**src/rtl/serial_io_endpoint.sv**
```systemverilog
// Device-side serial IO endpoint: TX FIFO -> 8N1 UART on txd, host bytes -> RX FIFO -> processor.
// Optional feature macro SERIAL_LOOPBACK_EN adds a loopback port feeding transmitted bytes back into RX.

module serial_io_fifo #(
  parameter int DEPTH = 16,
  parameter int W     = 8
) (
  input  logic         clock,
  input  logic         reset,
  input  logic         push,
  input  logic [W-1:0] push_data,
  input  logic         pop,
  output logic [W-1:0] head,
  output logic         full,
  output logic         empty
);
  localparam int AW = $clog2(DEPTH);
  localparam int PW = AW + 1;

  logic [PW-1:0] wr_ptr, rd_ptr, wr_next, rd_next;
  logic [W-1:0]  mem [DEPTH];
  logic          do_push, do_pop;

  // readiness is the registered flag only; a same-cycle pop never frees a slot early
  assign do_push = push & ~full;
  assign do_pop  = pop & ~empty;
  assign wr_next = wr_ptr + PW'(do_push);
  assign rd_next = rd_ptr + PW'(do_pop);

  always_ff @(posedge clock)
    if (do_push) mem[wr_ptr[AW-1:0]] <= push_data;

  always_ff @(posedge clock or negedge reset) begin
    if (!reset) begin
      wr_ptr <= '0;
      rd_ptr <= '0;
      full   <= 1'b0;
      empty  <= 1'b1;
      head   <= '0;
    end else begin
      wr_ptr <= wr_next;
      rd_ptr <= rd_next;
      full   <= (wr_next[AW] != rd_next[AW]) && (wr_next[AW-1:0] == rd_next[AW-1:0]);
      empty  <= (wr_next == rd_next);
      // head bypasses the array when the byte being written becomes the new head
      if (wr_next != rd_next)
        head <= (do_push && rd_next == wr_ptr) ? push_data : mem[rd_next[AW-1:0]];
    end
  end
endmodule

module serial_io_endpoint #(
  parameter int FIFO_DEPTH   = 16,
  parameter int CLKS_PER_BIT = 434
) (
  input  logic       clock,
  input  logic       reset,
  input  logic [7:0] serial_out,
  input  logic       serial_wren_out,
  input  logic       serial_rden_out,
  output logic [7:0] serial_in,
  output logic       serial_valid_in,
  output logic       serial_ready_in,
  input  logic [7:0] rx_data,
  input  logic       rx_valid,
  output logic       rx_ready,
`ifdef SERIAL_LOOPBACK_EN
  input  logic       loopback,
`endif
  output logic       txd,
  output logic       tx_busy,
  output logic       tx_drop
);
  localparam int CW = (CLKS_PER_BIT > 2) ? $clog2(CLKS_PER_BIT) : 1;

  typedef enum logic [1:0] {IDLE, START, DATA, STOP} state_t;

  state_t        state;
  logic [CW-1:0] cnt;
  logic [2:0]    bit_idx;
  logic [7:0]    shift;
  logic          bit_end, tx_pop;
  logic [7:0]    tx_head, rx_head;
  logic          tx_full, tx_empty, rx_full, rx_empty;
  logic          rx_push;
  logic [7:0]    rx_push_data;

  serial_io_fifo #(.DEPTH(FIFO_DEPTH), .W(8)) u_tx_fifo (
    .clock     (clock),
    .reset     (reset),
    .push      (serial_wren_out),
    .push_data (serial_out),
    .pop       (tx_pop),
    .head      (tx_head),
    .full      (tx_full),
    .empty     (tx_empty)
  );

`ifdef SERIAL_LOOPBACK_EN
  assign rx_ready     = ~rx_full & ~loopback;
  assign rx_push      = loopback ? tx_pop  : (rx_valid & rx_ready);
  assign rx_push_data = loopback ? tx_head : rx_data;
`else
  assign rx_ready     = ~rx_full;
  assign rx_push      = rx_valid & rx_ready;
  assign rx_push_data = rx_data;
`endif

  serial_io_fifo #(.DEPTH(FIFO_DEPTH), .W(8)) u_rx_fifo (
    .clock     (clock),
    .reset     (reset),
    .push      (rx_push),
    .push_data (rx_push_data),
    .pop       (serial_rden_out),
    .head      (rx_head),
    .full      (rx_full),
    .empty     (rx_empty)
  );

  assign serial_in       = rx_head;
  assign serial_valid_in = ~rx_empty;
  assign serial_ready_in = ~tx_full;
  assign tx_busy         = (state != IDLE) | ~tx_empty;

  // the last stop-bit cycle may pop the next byte so frames run back to back
  assign bit_end = (cnt == CW'(CLKS_PER_BIT - 1));
  assign tx_pop  = ~tx_empty & ((state == IDLE) | ((state == STOP) & bit_end));

  always_ff @(posedge clock or negedge reset) begin
    if (!reset) begin
      state   <= IDLE;
      cnt     <= '0;
      bit_idx <= '0;
      shift   <= '0;
      txd     <= 1'b1;
    end else begin
      case (state)
        IDLE: begin
          txd <= 1'b1;
          cnt <= '0;
          if (tx_pop) begin
            shift <= tx_head;
            state <= START;
            txd   <= 1'b0;
          end
        end
        START: begin
          if (bit_end) begin
            cnt     <= '0;
            bit_idx <= '0;
            state   <= DATA;
            txd     <= shift[0];
          end else begin
            cnt <= cnt + CW'(1);
          end
        end
        DATA: begin
          if (bit_end) begin
            cnt <= '0;
            if (bit_idx == 3'd7) begin
              state <= STOP;
              txd   <= 1'b1;
            end else begin
              bit_idx <= bit_idx + 3'd1;
              shift   <= {1'b0, shift[7:1]};
              txd     <= shift[1];
            end
          end else begin
            cnt <= cnt + CW'(1);
          end
        end
        STOP: begin
          if (bit_end) begin
            cnt <= '0;
            if (tx_pop) begin
              shift <= tx_head;
              state <= START;
              txd   <= 1'b0;
            end else begin
              state <= IDLE;
              txd   <= 1'b1;
            end
          end else begin
            cnt <= cnt + CW'(1);
          end
        end
        default: begin
          state <= IDLE;
          txd   <= 1'b1;
        end
      endcase
    end
  end

  always_ff @(posedge clock or negedge reset) begin
    if (!reset)                           tx_drop <= 1'b0;
    else if (serial_wren_out && tx_full)  tx_drop <= 1'b1;
  end
endmodule

```
**config.mk**
```make
export PLATFORM = sky130hd
export DESIGN_NAME = serial_io_endpoint
export DESIGN_NICKNAME = d
export VERILOG_FILES = /design/src/rtl/serial_io_endpoint.sv
export SDC_FILE = /design/constraint.sdc
export NUM_CORES = 1
export LEC_CHECK = 0
export ABC_AREA = 1
export BUFFER_PORTS_ARGS = -buffer_cell sky130_fd_sc_hd__buf_4
export CORE_ASPECT_RATIO = 1.1
export CORE_MARGIN = 5
export CORE_UTILIZATION = 60
export DETAILED_ROUTE_END_ITERATION = 16
export HOLD_SLACK_MARGIN = 0.08
export PLACE_DENSITY = 0.77
export SYNTH_ARGS = -nofsm -noshare
export SYNTH_HDL_FRONTEND = slang
export SYNTH_SLANG_ARGS = --single-unit
export TNS_END_PERCENT = 20
```
**constraint.sdc**
```tcl
create_clock -name clock -period 7 [get_ports clock]
set_input_delay 0.7 -clock clock [delete_from_list [all_inputs] [get_ports clock]]
set_output_delay 0.7 -clock clock [all_outputs]
set_load 0.005 [all_outputs]
```
==> flow_summary_export.csv, run 1 <==
group,metric,value,unit
detailed_routing,dr_total_vias,9692,
power,power-per-cell-area,392.7,nW/um^2
power,p_leak,6.419,nW
global_route,grt_max_degree,77,
power,comb_power_share,0.309,
power,power.ir.vdd_worst,0.0003031,V
placement,gpl.final_weighted_congestion,0.9042,
power,switching_power,2.169,mW
synthesis,post_synthesis_register_bit_count,320,
cells_and_area,final_net_count,1448,
critical_path,worstPathMaxFanout,69,
die,io_pins,35,
sta,finalHoldViolCount,0,
synthesis,syn_area_per_cell,10.23,um^2
sta,finalSetupViolCount,0,
die,dieWidth,156.8,um
cells_and_area,drive_gt1_frac,0.09059,
critical_path,worst-endpoint-arrival,4.28,ns
synthesis,synth.yosys.warnings,0,
die,starting_utilization_of_the_core_area,0.6041,
sta,clock-skew-final,0.02542,ns
clocking,post_cts_hold_buffer_count,0,
critical_path,crit_required,7.45,ns
min_path,holdCritPathClass,"in2async",
cells_and_area,count_of_antenna_diodes_in_the_layout,0,
detailed_routing,detail-route-antenna-nets,0,
sta,fin_ws,3.175,ns
power,clockPowerShare,0.296,
sta,tightest_slew,0.9799,ns
sta,fin_crit_sh,0.5465,
critical_path,startpoint_type,"flop",
synthesis,synth-async-reset-ratio,0.2000,
global_route,antenna_violations_before_repair,0,
detailed_routing,drt_iter0_drc,995,
synthesis,synth-seq-area-share,0.6532,
die,dieHeight,171.5,um
placement,dpl.hpwl,20040,um
clocking,cts_tree,"yes",
power,seq_power_share,0.395,
sta,grt_setup_unrepaired,"false",
detailed_routing,drt-vias-per-instance,5.570,
synthesis,synth.distinct_cells,38,
synthesis,synth_largest_area_cell,"edfxtp_1",
clocking,path_clk_slew,0.06,ns
synthesis,leading_cell_types_by_count_after_synthesis,"344 x nand2_1, 256 x edfxtp_1, 190 x nor2_1",
sta,final_max_slew_viol_count,0,
die,core.rowCount,59,
power,power_switching_share,0.3505,
synthesis,synthCells,1390,
global_route,first_global_vias,9519,
clocking,tritoncts.num_buffers,31,
global_route,grtUsageTotal,0.2391,
sta,maxSlewHeadroom,0.3458,
sta,tns,0,ns
detailed_routing,wl_per_cell,18.18,um
cells_and_area,layout-area-overhead-vs-synth,10.79,%
synthesis,mappedNetlistArea,14230,um^2
placement,placement.io_buffers,34,
placement,pre_cts_setup_slack,3.385,ns
clocking,cts.sinks,320,
run,drv.max_cap_violation_count,0,
clocking,cts_setup_buffers,0,
synthesis,synth_area_leaders,"edfxtp_1 54%, dfrtp_1 11%, nand2_1 9.1%",
sta,period_minus_slack,3.825,ns
synthesis,yosys.cell_count.top_type,"nand2_1",
synthesis,synth_enable_flop_cells,256,
detailed_routing,drt_pre_antenna_iters,5,
synthesis,synthFlopType,"edfxtp_1",
cells_and_area,layout.cells.non_filler,1740,
sta,timing_limited_maximum_frequency,0.2614,GHz
detailed_routing,route.final.wire_length,31630,um
critical_path,worstSetupPathType,"reg2reg",
clocking,clk_root_buffer_cell,"clkbuf_16",
clocking,clk-insertion-delay-late,0.56,ns
power,internal_power_consumption,4.021,mW
clocking,cts.htree.levels,1,
placement,dp_cells,1682,
status,outcome,"finished, final reports clean",
synthesis,netlist.area_leader.share,0.5404,
die,core_area,23550,um^2
die,floorplan_die_area,26890,um^2
synthesis,synth_nets,1428,
detailed_routing,route.detailed.drc,0,
clocking,post_cts_resize_count,0,
global_route,globalRouteOverflowTotal,0,
global_route,wire_length_of_the_first_global_routing_pass,50450,um
critical_path,critical_path.endpoint_type,"flop",
clocking,clock_path_buffers,3,
-- power by group through the flow --
stage	clock network, mW	logic, mW	registers, mW
floorplan	0	1.39	2.44
global placement	0	1.86	2.47
detailed placement	0	1.89	2.48
CTS	1.85	1.90	2.44
global route	1.94	2.13	2.47
finish	1.83	1.91	2.44
-- registers in the layout, indices dropped and copies added (netlist names), 2 cells and up --
name	count
u_tx_fifo.mem	128
state	2
u_rx_fifo.rd_ptr	5
u_rx_fifo.wr_ptr	5
shift	8
u_rx_fifo.mem	128
u_tx_fifo.head	8
u_rx_fifo.head	8
u_tx_fifo.rd_ptr	5
bit_idx	3
u_tx_fifo.wr_ptr	5
cnt	9
-- worst max-delay path: stages (launching register included) --
cell and delay (ns):
dfrtp_1 0.43, inv_1 0.09, ha_1 0.27, inv_1 0.12
nand2_2 0.14, nand2_1 0.20, inv_1 0.07, ha_2 0.31
buf_4 0.53, inv_2 0.55, o21ai_0 0.39, nand3_1 0.15
nand3_1 0.13, nand3_1 0.12, nand3_1 0.08, nand2_1 0.05
-- placed cells by master, fill, tap and decap left out, types with 2 or more instances in the layout --
cell type | synthesis | routed
bufinv_16 | 0 | 9
nand4_1 | 14 | 14
ha_2 | 0 | 2
nand3_1 | 180 | 180
nand3_4 | 2 | 2
inv_2 | 6 | 6
nand3b_1 | 2 | 2
clkinv_1 | 7 | 12
nand2_1 | 344 | 344
nor2_2 | 3 | 3
ha_1 | 17 | 15
a21oi_1 | 7 | 7
nand2_2 | 8 | 8
edfxtp_1 | 256 | 256
xor2_2 | 3 | 3
inv_1 | 119 | 119
clkbuf_1 | 13 | 6
xnor2_1 | 2 | 2
dfstp_2 | 3 | 3
clkbuf_16 | 0 | 31
nand2_4 | 6 | 6
o21ai_0 | 57 | 57
buf_4 | 11 | 38
o211ai_1 | 8 | 8
nor3_1 | 5 | 5
nor2_1 | 190 | 190
dfrtp_1 | 61 | 61
inv_4 | 4 | 4
nor2_4 | 2 | 2
clkinv_2 | 0 | 5
o21ai_1 | 13 | 13
xor2_1 | 13 | 13
-- metrics by stage --
stage / cell area, um^2 / power [mW] / util / hold slack, ns
final: 15760 / 6.190 / 0.6693 / 0.2298
after global routing: 15760 / 6.543 / 0.6693 / 0.2922
after CTS: 15760 / 6.197 / 0.6693 / 0.2495
after detailed placement: 14630 / 4.368 / 0.6214 / 0.4470
after global placement: 14630 / 4.331 / 0.6214 / 0.4417
after floorplan: 14230 / 3.831 / - / 0.4044
-- path summary, 6_finish.rpt --
| check | cells after the start | slack, ns | end | startpoint |
|---|---|---|---|---|
| min reg2reg | 1 | 0.46 | tx_drop | tx_drop |
| max | 15 | 3.17 | u_tx_fifo.head[0] | state[0] |
| min in group clock | 2 | 0.34 | tx_drop | serial_wren_out |
| min | 1 | 0.23 | cnt[4] | reset |
| max in group asynchronous | 1 | 6.24 | u_tx_fifo.head[3] | reset |
| max reg2reg | 15 | 3.17 | u_tx_fifo.head[0] | state[0] |
-- metal layers --
layer	vias to the layer above	track usage	part of all wire
li1	4664	-	-
met1	4549	0.3131	0.40
met2	399	0.4108	0.50
met3	80	0.03573	0.069
met4	0	0.08491	0.035
met5	-	0	0
-- final cells by class --
| type | count | area [um^2] |
|---|---|---|
| sequential | 320 | 9293 |
| fill | 1779 | 7787 |
| multi-input combinational | 883 | 4153 |
| clock buffer | 37 | 798.3 |
| inverter | 136 | 520.5 |
| tap | 305 | 381.6 |
| clock inverter | 21 | 330.3 |
| timing repair buffer | 38 | 285.3 |
-- kinds of logic (layout without fill, tap and decap cells) --
group / count (synthesis) / count (layout) / share of synthesized area
xor gates and xnor gates: 19 / 19 / 0.01381
and+or+nand+nor: 760 / 760 / 0.2303
DFF: 320 / 320 / 0.6532
buffers and inverters: 187 / 232 / 0.05523
AOI/OAI and AO/OA: 87 / 87 / 0.03245
adders and majority gates: 17 / 17 / 0.01495
Power figures use the tool's default switching activity.
==> run 2: changes to the inputs <==
==> constraint.sdc (replaced) <==
create_clock -name clock -period 3.9 [get_ports clock]
set_input_delay 0.39 -clock clock [delete_from_list [all_inputs] [get_ports clock]]
set_output_delay 0.39 -clock clock [all_outputs]
set_load 0.005 [all_outputs]
==> run 2 against run 1 <==
Net effect: critical path type unchanged; critical path depth rose by 1; clock skew shrank 0.0079 ns; global-route usage up 0.47 points; flip-flop and latch count unchanged; die area unchanged; register-to-register slack worse by 2.7 ns.
==> flow_summary_export.csv, run 2 (same netlist as run 1, synthesis figures left out) <==
group,metric,value,unit
status,outcome,"finished, final reports clean",
cells_and_area,final_cell_mix,"344 x nand2_1, 256 x edfxtp_1, 190 x nor2_1",
cells_and_area,drive_gt1_frac,0.08844,
clocking,cts.htree.levels,1,
cells_and_area,layout-area-overhead-vs-synth,9.710,%
die,core_area,23550,um^2
cells_and_area,count_of_antenna_diodes_in_the_layout,0,
critical_path,crit_required,4.39,ns
run,drv.max_cap_violation_count,0,
die,dieWidth,156.8,um
global_route,globalRouteOverflowTotal,0,
sta,timing.hold.ws,0.1828,ns
power,seq_power_share,0.414,
detailed_routing,route.detailed.drc,0,
placement,dpl_cell_area,14700,um^2
critical_path,worstSetupPathType,"reg2reg",
power,power_switching_share,0.3675,
sta,period_minus_slack,3.406,ns
critical_path,r2r_cells,16,
die,io_pins,35,
global_route,first_global_vias,9675,
die,starting_utilization_of_the_core_area,0.6041,
clocking,cts.sinks,320,
die,core.rowCount,59,
sta,tns,0,ns
global_route,grt_max_degree,69,
critical_path,crit-reg2reg-launch,"state[0]",
critical_path,startpoint_type,"flop",
critical_path,worst-endpoint-arrival,3.90,ns
critical_path,crit_path_start,"state[0]",
sta,clock-skew-final,0.01753,ns
critical_path,critical_path.endpoint_type,"flop",
critical_path,worstPathMaxFanout,43,
placement,placement.io_buffers,34,
sta,maxSlewHeadroom,0.4512,
placement,dp_cells,1687,
die,floorplan_die_area,26890,um^2
sta,tightest_slew,0.8202,ns
placement,gpl.final_weighted_congestion,0.8845,
cells_and_area,fill_cells,1819,
cells_and_area,layout.cells.non_filler,1741,
sta,finalHoldViolCount,0,
cells_and_area,post-route-cell-area,15610,um^2
power,power-per-cell-area,679.3,nW/um^2
global_route,wire_length_of_the_first_global_routing_pass,51740,um
die,dieHeight,171.5,um
clocking,clk_root_buffer_cell,"clkbuf_16",
critical_path,worstSetupEndpoint,"u_tx_fifo.head[0]",
detailed_routing,drt-vias-per-instance,5.647,
min_path,holdCritPathClass,"in2reg",
sta,finalSetupViolCount,0,
global_route,antenna_violations_before_repair,0,
detailed_routing,drt_iter0_drc,1058,
power,power.ir.vdd_worst,0.0004796,V
min_path,hold_path_startpoint,"serial_out[0]",
power,p_leak,6.350,nW
clocking,clk-insertion-delay-late,0.55,ns
clocking,clock_path_buffers,3,
sta,final_max_slew_viol_count,0,
placement,dpl.hpwl,20910,um
power,switching_power,3.896,mW
sta,fin_ws,0.4939,ns
clocking,post_cts_hold_buffer_count,2,
clocking,cts_setup_buffers,0,
detailed_routing,drt_pre_antenna_iters,5,
detailed_routing,detail-route-antenna-nets,0,
critical_path,worstReg2RegEnd,"u_tx_fifo.head[0]",
placement,pre_cts_setup_slack,0.5777,ns
cells_and_area,final_common_cell,"nand2_1",
global_route,grtUsageTotal,0.2439,
clocking,cts_tree,"yes",
sta,timing_limited_maximum_frequency,0.2936,GHz
sta,grt_setup_unrepaired,"false",
sta,fin_crit_sh,0.8734,
detailed_routing,route.final.wire_length,32040,um
power,clockPowerShare,0.253,
critical_path,r2r_setup_slack,0.49,ns
detailed_routing,wl_per_cell,18.40,um
clocking,tritoncts.num_buffers,30,
cells_and_area,final_net_count,1454,
power,comb_power_share,0.333,
power,internal_power_consumption,6.707,mW
clocking,path_clk_slew,0.06,ns
clocking,post_cts_resize_count,0,
detailed_routing,dr_total_vias,9831,
[run 2: power groups by stage]
stage / combinational [mW] / sequential (mW) / clock, mW
6_report: 3.53 / 4.39 / 2.68
5_1_grt: 3.93 / 4.43 / 2.88
4_1_cts: 3.53 / 4.39 / 2.72
3_5_place_dp: 3.50 / 4.46 / 0
3_3_place_gp: 3.45 / 4.44 / 0
2_1_floorplan: 2.50 / 4.38 / 0
[run 2: how the worst min path moves through the flow]
stage	end	slack (ns)	cells past startpoint
after floorplan	bit_idx[0]	0.09	0
after global routing	u_tx_fifo.mem[13][0]	0.19	1
after CTS	u_tx_fifo.mem[9][0]	0.16	1
after global placement	tx_drop	0.44	1
after detailed placement	tx_drop	0.46	1
final	u_tx_fifo.mem[11][0]	0.18	1
[run 2: through the flow]
| stage | power, mW | util |
|---|---|---|
| 2_1_floorplan | 6.876 | - |
| 3_3_place_gp | 7.890 | 0.6240 |
| 3_5_place_dp | 7.960 | 0.6240 |
| 4_1_cts | 10.64 | 0.6628 |
| 5_1_grt | 11.23 | 0.6628 |
| 6_report | 10.60 | 0.6628 |
[run 2: area by class of cell]
class | count | area [um^2] | share of cell area
Clock buffer | 39 | 805.8 | 0.05163
Clock inverter | 13 | 86.33 | 0.005531
Inverter | 136 | 520.5 | 0.03335
Multi-Input combinational cell | 883 | 4153 | 0.2661
Sequential cell | 320 | 9293 | 0.5954
Tap cell | 305 | 381.6 | 0.02445
Timing Repair Buffer | 45 | 367.9 | 0.02357
[run 2: layer usage]
layer  part of all wire  global-route usage
met4              0.031             0.08264
met3              0.059             0.02768
met2               0.52              0.4337
met5                  0                   0
met1               0.39              0.3135
[run 2: critical path: stages (launching register included)]
cell	delay, ns
dfrtp_1	0.45
inv_1	0.11
ha_1	0.27
inv_1	0.13
nand2_2	0.13
nand2_1	0.19
inv_1	0.07
ha_2	0.21
ha_1	0.31
buf_4	0.43
xnor2_1	0.17
nand3_1	0.12
nor2_4	0.25
nand3_4	0.17
nand3_1	0.17
nand3_1	0.08
nand2_1	0.06
==> run 3: changes to the inputs <==
--- a/config.mk
+++ b/config.mk
@@ -7,12 +7,14 @@
 export LEC_CHECK = 0
 export ABC_AREA = 1
 export BUFFER_PORTS_ARGS = -buffer_cell sky130_fd_sc_hd__buf_4
-export CORE_ASPECT_RATIO = 1.1
+export CORE_ASPECT_RATIO = 0.7
 export CORE_MARGIN = 5
 export CORE_UTILIZATION = 60
 export DETAILED_ROUTE_END_ITERATION = 16
 export HOLD_SLACK_MARGIN = 0.08
 export PLACE_DENSITY = 0.77
+export REMOVE_ABC_BUFFERS = 1
+export SETUP_SLACK_MARGIN = 0.5
 export SYNTH_ARGS = -nofsm -noshare
 export SYNTH_HDL_FRONTEND = slang
 export SYNTH_SLANG_ARGS = --single-unit
==> run 3 against run 2 <==
Net effect: highest routed layer unchanged; via count up 2.7%; die area rose by 0.17%; largest power group unchanged; sequential power about the same; global-route usage shrank 0.16 points.
==> flow_summary_export.csv, run 3 (same netlist as run 1, synthesis figures left out) <==
group,metric,value,unit
min_path,worstHoldPathCells,1,
cells_and_area,final_common_cell,"nand2_1",
sta,final_max_slew_viol_count,0,
cells_and_area,layout-area-overhead-vs-synth,10.67,%
clocking,tritoncts.num_buffers,29,
sta,clock-skew-final,0.009356,ns
min_path,hold_end,"u_rx_fifo.mem[12][5]",
critical_path,worstPathMaxFanout,9,
cells_and_area,drive_gt1_frac,0.09563,
sta,timing_limited_maximum_frequency,0.3142,GHz
global_route,grt_max_degree,77,
die,dieHeight,138.8,um
sta,finalHoldViolCount,0,
detailed_routing,wl_per_cell,19.05,um
critical_path,critical_path.endpoint_type,"flop",
sta,period_minus_slack,3.183,ns
sta,maxSlewHeadroom,0.4053,
placement,dpl.hpwl,21080,um
power,comb_power_share,0.331,
global_route,wire_length_of_the_first_global_routing_pass,52170,um
detailed_routing,route.detailed.drc,0,
run,drv.max_cap_violation_count,0,
sta,tns,0,ns
global_route,antenna_violations_before_repair,0,
cells_and_area,final_net_count,1458,
placement,pre_cts_setup_slack,0.6247,ns
sta,fin_crit_sh,0.8161,
clocking,path_clk_slew,0.07,ns
placement,placement.io_buffers,34,
power,power_switching_share,0.3699,
clocking,cts.htree.levels,1,
die,starting_utilization_of_the_core_area,0.6063,
die,floorplan_die_area,26940,um^2
cells_and_area,final_cell_mix,"344 x nand2_1, 256 x edfxtp_1, 190 x nor2_1",
power,power.ir.vdd_worst,0.0004730,V
detailed_routing,drt_pre_antenna_iters,7,
placement,gpl.final_weighted_congestion,0.9487,
clocking,clock_path_buffers,3,
cells_and_area,count_of_antenna_diodes_in_the_layout,0,
clocking,clk-insertion-delay-late,0.55,ns
critical_path,worstSetupPathType,"reg2reg",
global_route,grtUsageTotal,0.2423,
global_route,globalRouteOverflowTotal,0,
power,power_after_layout,10.75,mW
power,seq_power_share,0.408,
min_path,holdCritPathClass,"in2reg",
power,clockPowerShare,0.261,
critical_path,r2r_cells,17,
power,internal_power_consumption,6.774,mW
sta,tightest_slew,0.8887,ns
critical_path,r2r_setup_slack,0.72,ns
sta,finalSetupViolCount,0,
detailed_routing,route.final.wire_length,33550,um
die,core.rowCount,47,
critical_path,crit-reg2reg-launch,"state[0]",
clocking,cts.sinks,320,
critical_path,startpoint_type,"flop",
sta,fin_ws,0.7170,ns
detailed_routing,detail-route-antenna-nets,0,
status,outcome,"finished, final reports clean",
sta,timing.hold.ws,0.2081,ns
cells_and_area,fill_cells,1706,
critical_path,crit_required,4.38,ns
die,io_pins,35,
die,core_area,23460,um^2
clocking,clk_root_buffer_cell,"clkbuf_16",
min_path,hold_path_startpoint,"rx_data[5]",
sta,grt_setup_unrepaired,"true",
critical_path,worstReg2RegEnd,"u_tx_fifo.head[5]",
clocking,cts_tree,"yes",
power,p_leak,6.387,nW
global_route,first_global_vias,9345,
critical_path,worst-endpoint-arrival,3.66,ns
cells_and_area,postLayoutCoreUtil,0.6710,
detailed_routing,drt_iter0_drc,1332,
die,dieWidth,194.0,um
detailed_routing,dr_total_vias,10090,
power,switching_power,3.976,mW
detailed_routing,drt-vias-per-instance,5.731,
power,power-per-cell-area,682.8,nW/um^2
run 3: cell count changes in the layout (fill, tap and decap cells not counted), sizes merged:
cell and delta:
buf +3, clkinvlp +3, clkbuf +2, clkinv -2
bufinv +1
run 3: metal layers:
metal	GRT usage	routed length [um]	vias to the layer above
met5	0	0	-
met4	0.04327	657	0
met3	0.06265	4012	68
met2	0.3394	14070	576
met1	0.3889	14810	4775
li1	-	-	4673
run 3: power groups by stage:
stage                     logic (mW)  registers (mW)  clock network [mW]
after detailed placement        3.44            4.45                   0
after CTS                       3.49            4.38                2.84
final                           3.56            4.39                2.80
after floorplan                 2.34            4.40                   0
after global routing            3.93            4.43                2.99
after global placement          3.36            4.44                   0
run 3: critical path, cell delays in order, from the launching register on:
cell and delay [ns]:
dfrtp_1 0.43, inv_1 0.09, ha_1 0.26, inv_1 0.12, nand2_2 0.14, nand2_1 0.20, inv_1 0.07, ha_2 0.22
ha_4 0.37, clkinvlp_4 0.22, buf_4 0.21, nor2_1 0.11, o21ai_0 0.09, nand3_1 0.12, nand3_1 0.16, nand3_1 0.15
nand3_1 0.08, nand2_1 0.08
run 3: timing repair:
action	4_1_cts	5_1_grt
buffers inserted	0	3
endpoints found under the hold margin	62	0
hold buffers	2	0
setup endpoints to repair	0	9
resized for setup	0	12
run 3: final cells by class:
class	count	area, um^2	share of cell area
Clock buffer	40	808.3	0.05134
Clock inverter	14	125.1	0.007947
Inverter	136	524.3	0.03330
Multi-Input combinational cell	883	4165	0.2646
Sequential cell	320	9293	0.5902
Tap cell	318	397.9	0.02527
Timing Repair Buffer	49	422.9	0.02686
Timing Repair inverter	1	7.507	0.0004768
run 3: worst max-delay path by stage:
stage / slack, ns / cells after the start / to / from
after floorplan: 0.17 / 15 / u_tx_fifo.head[0] / cnt[0]
after global placement: 0.68 / 17 / u_tx_fifo.head[0] / state[0]
after detailed placement: 0.62 / 17 / u_tx_fifo.head[7] / state[0]
after CTS: 0.58 / 17 / u_tx_fifo.head[7] / state[0]
after global routing: 0.48 / 15 / u_tx_fifo.head[0] / state[0]
final: 0.72 / 17 / u_tx_fifo.head[5] / state[0]
run 3: through the flow:
step           instances  cell area [um^2]
4_1_cts             1756             15650
3_5_place_dp        1700             14700
5_1_grt             1761             15740
2_1_floorplan       1339             13960
3_3_place_gp        1700             14700
6_report            1761             15740
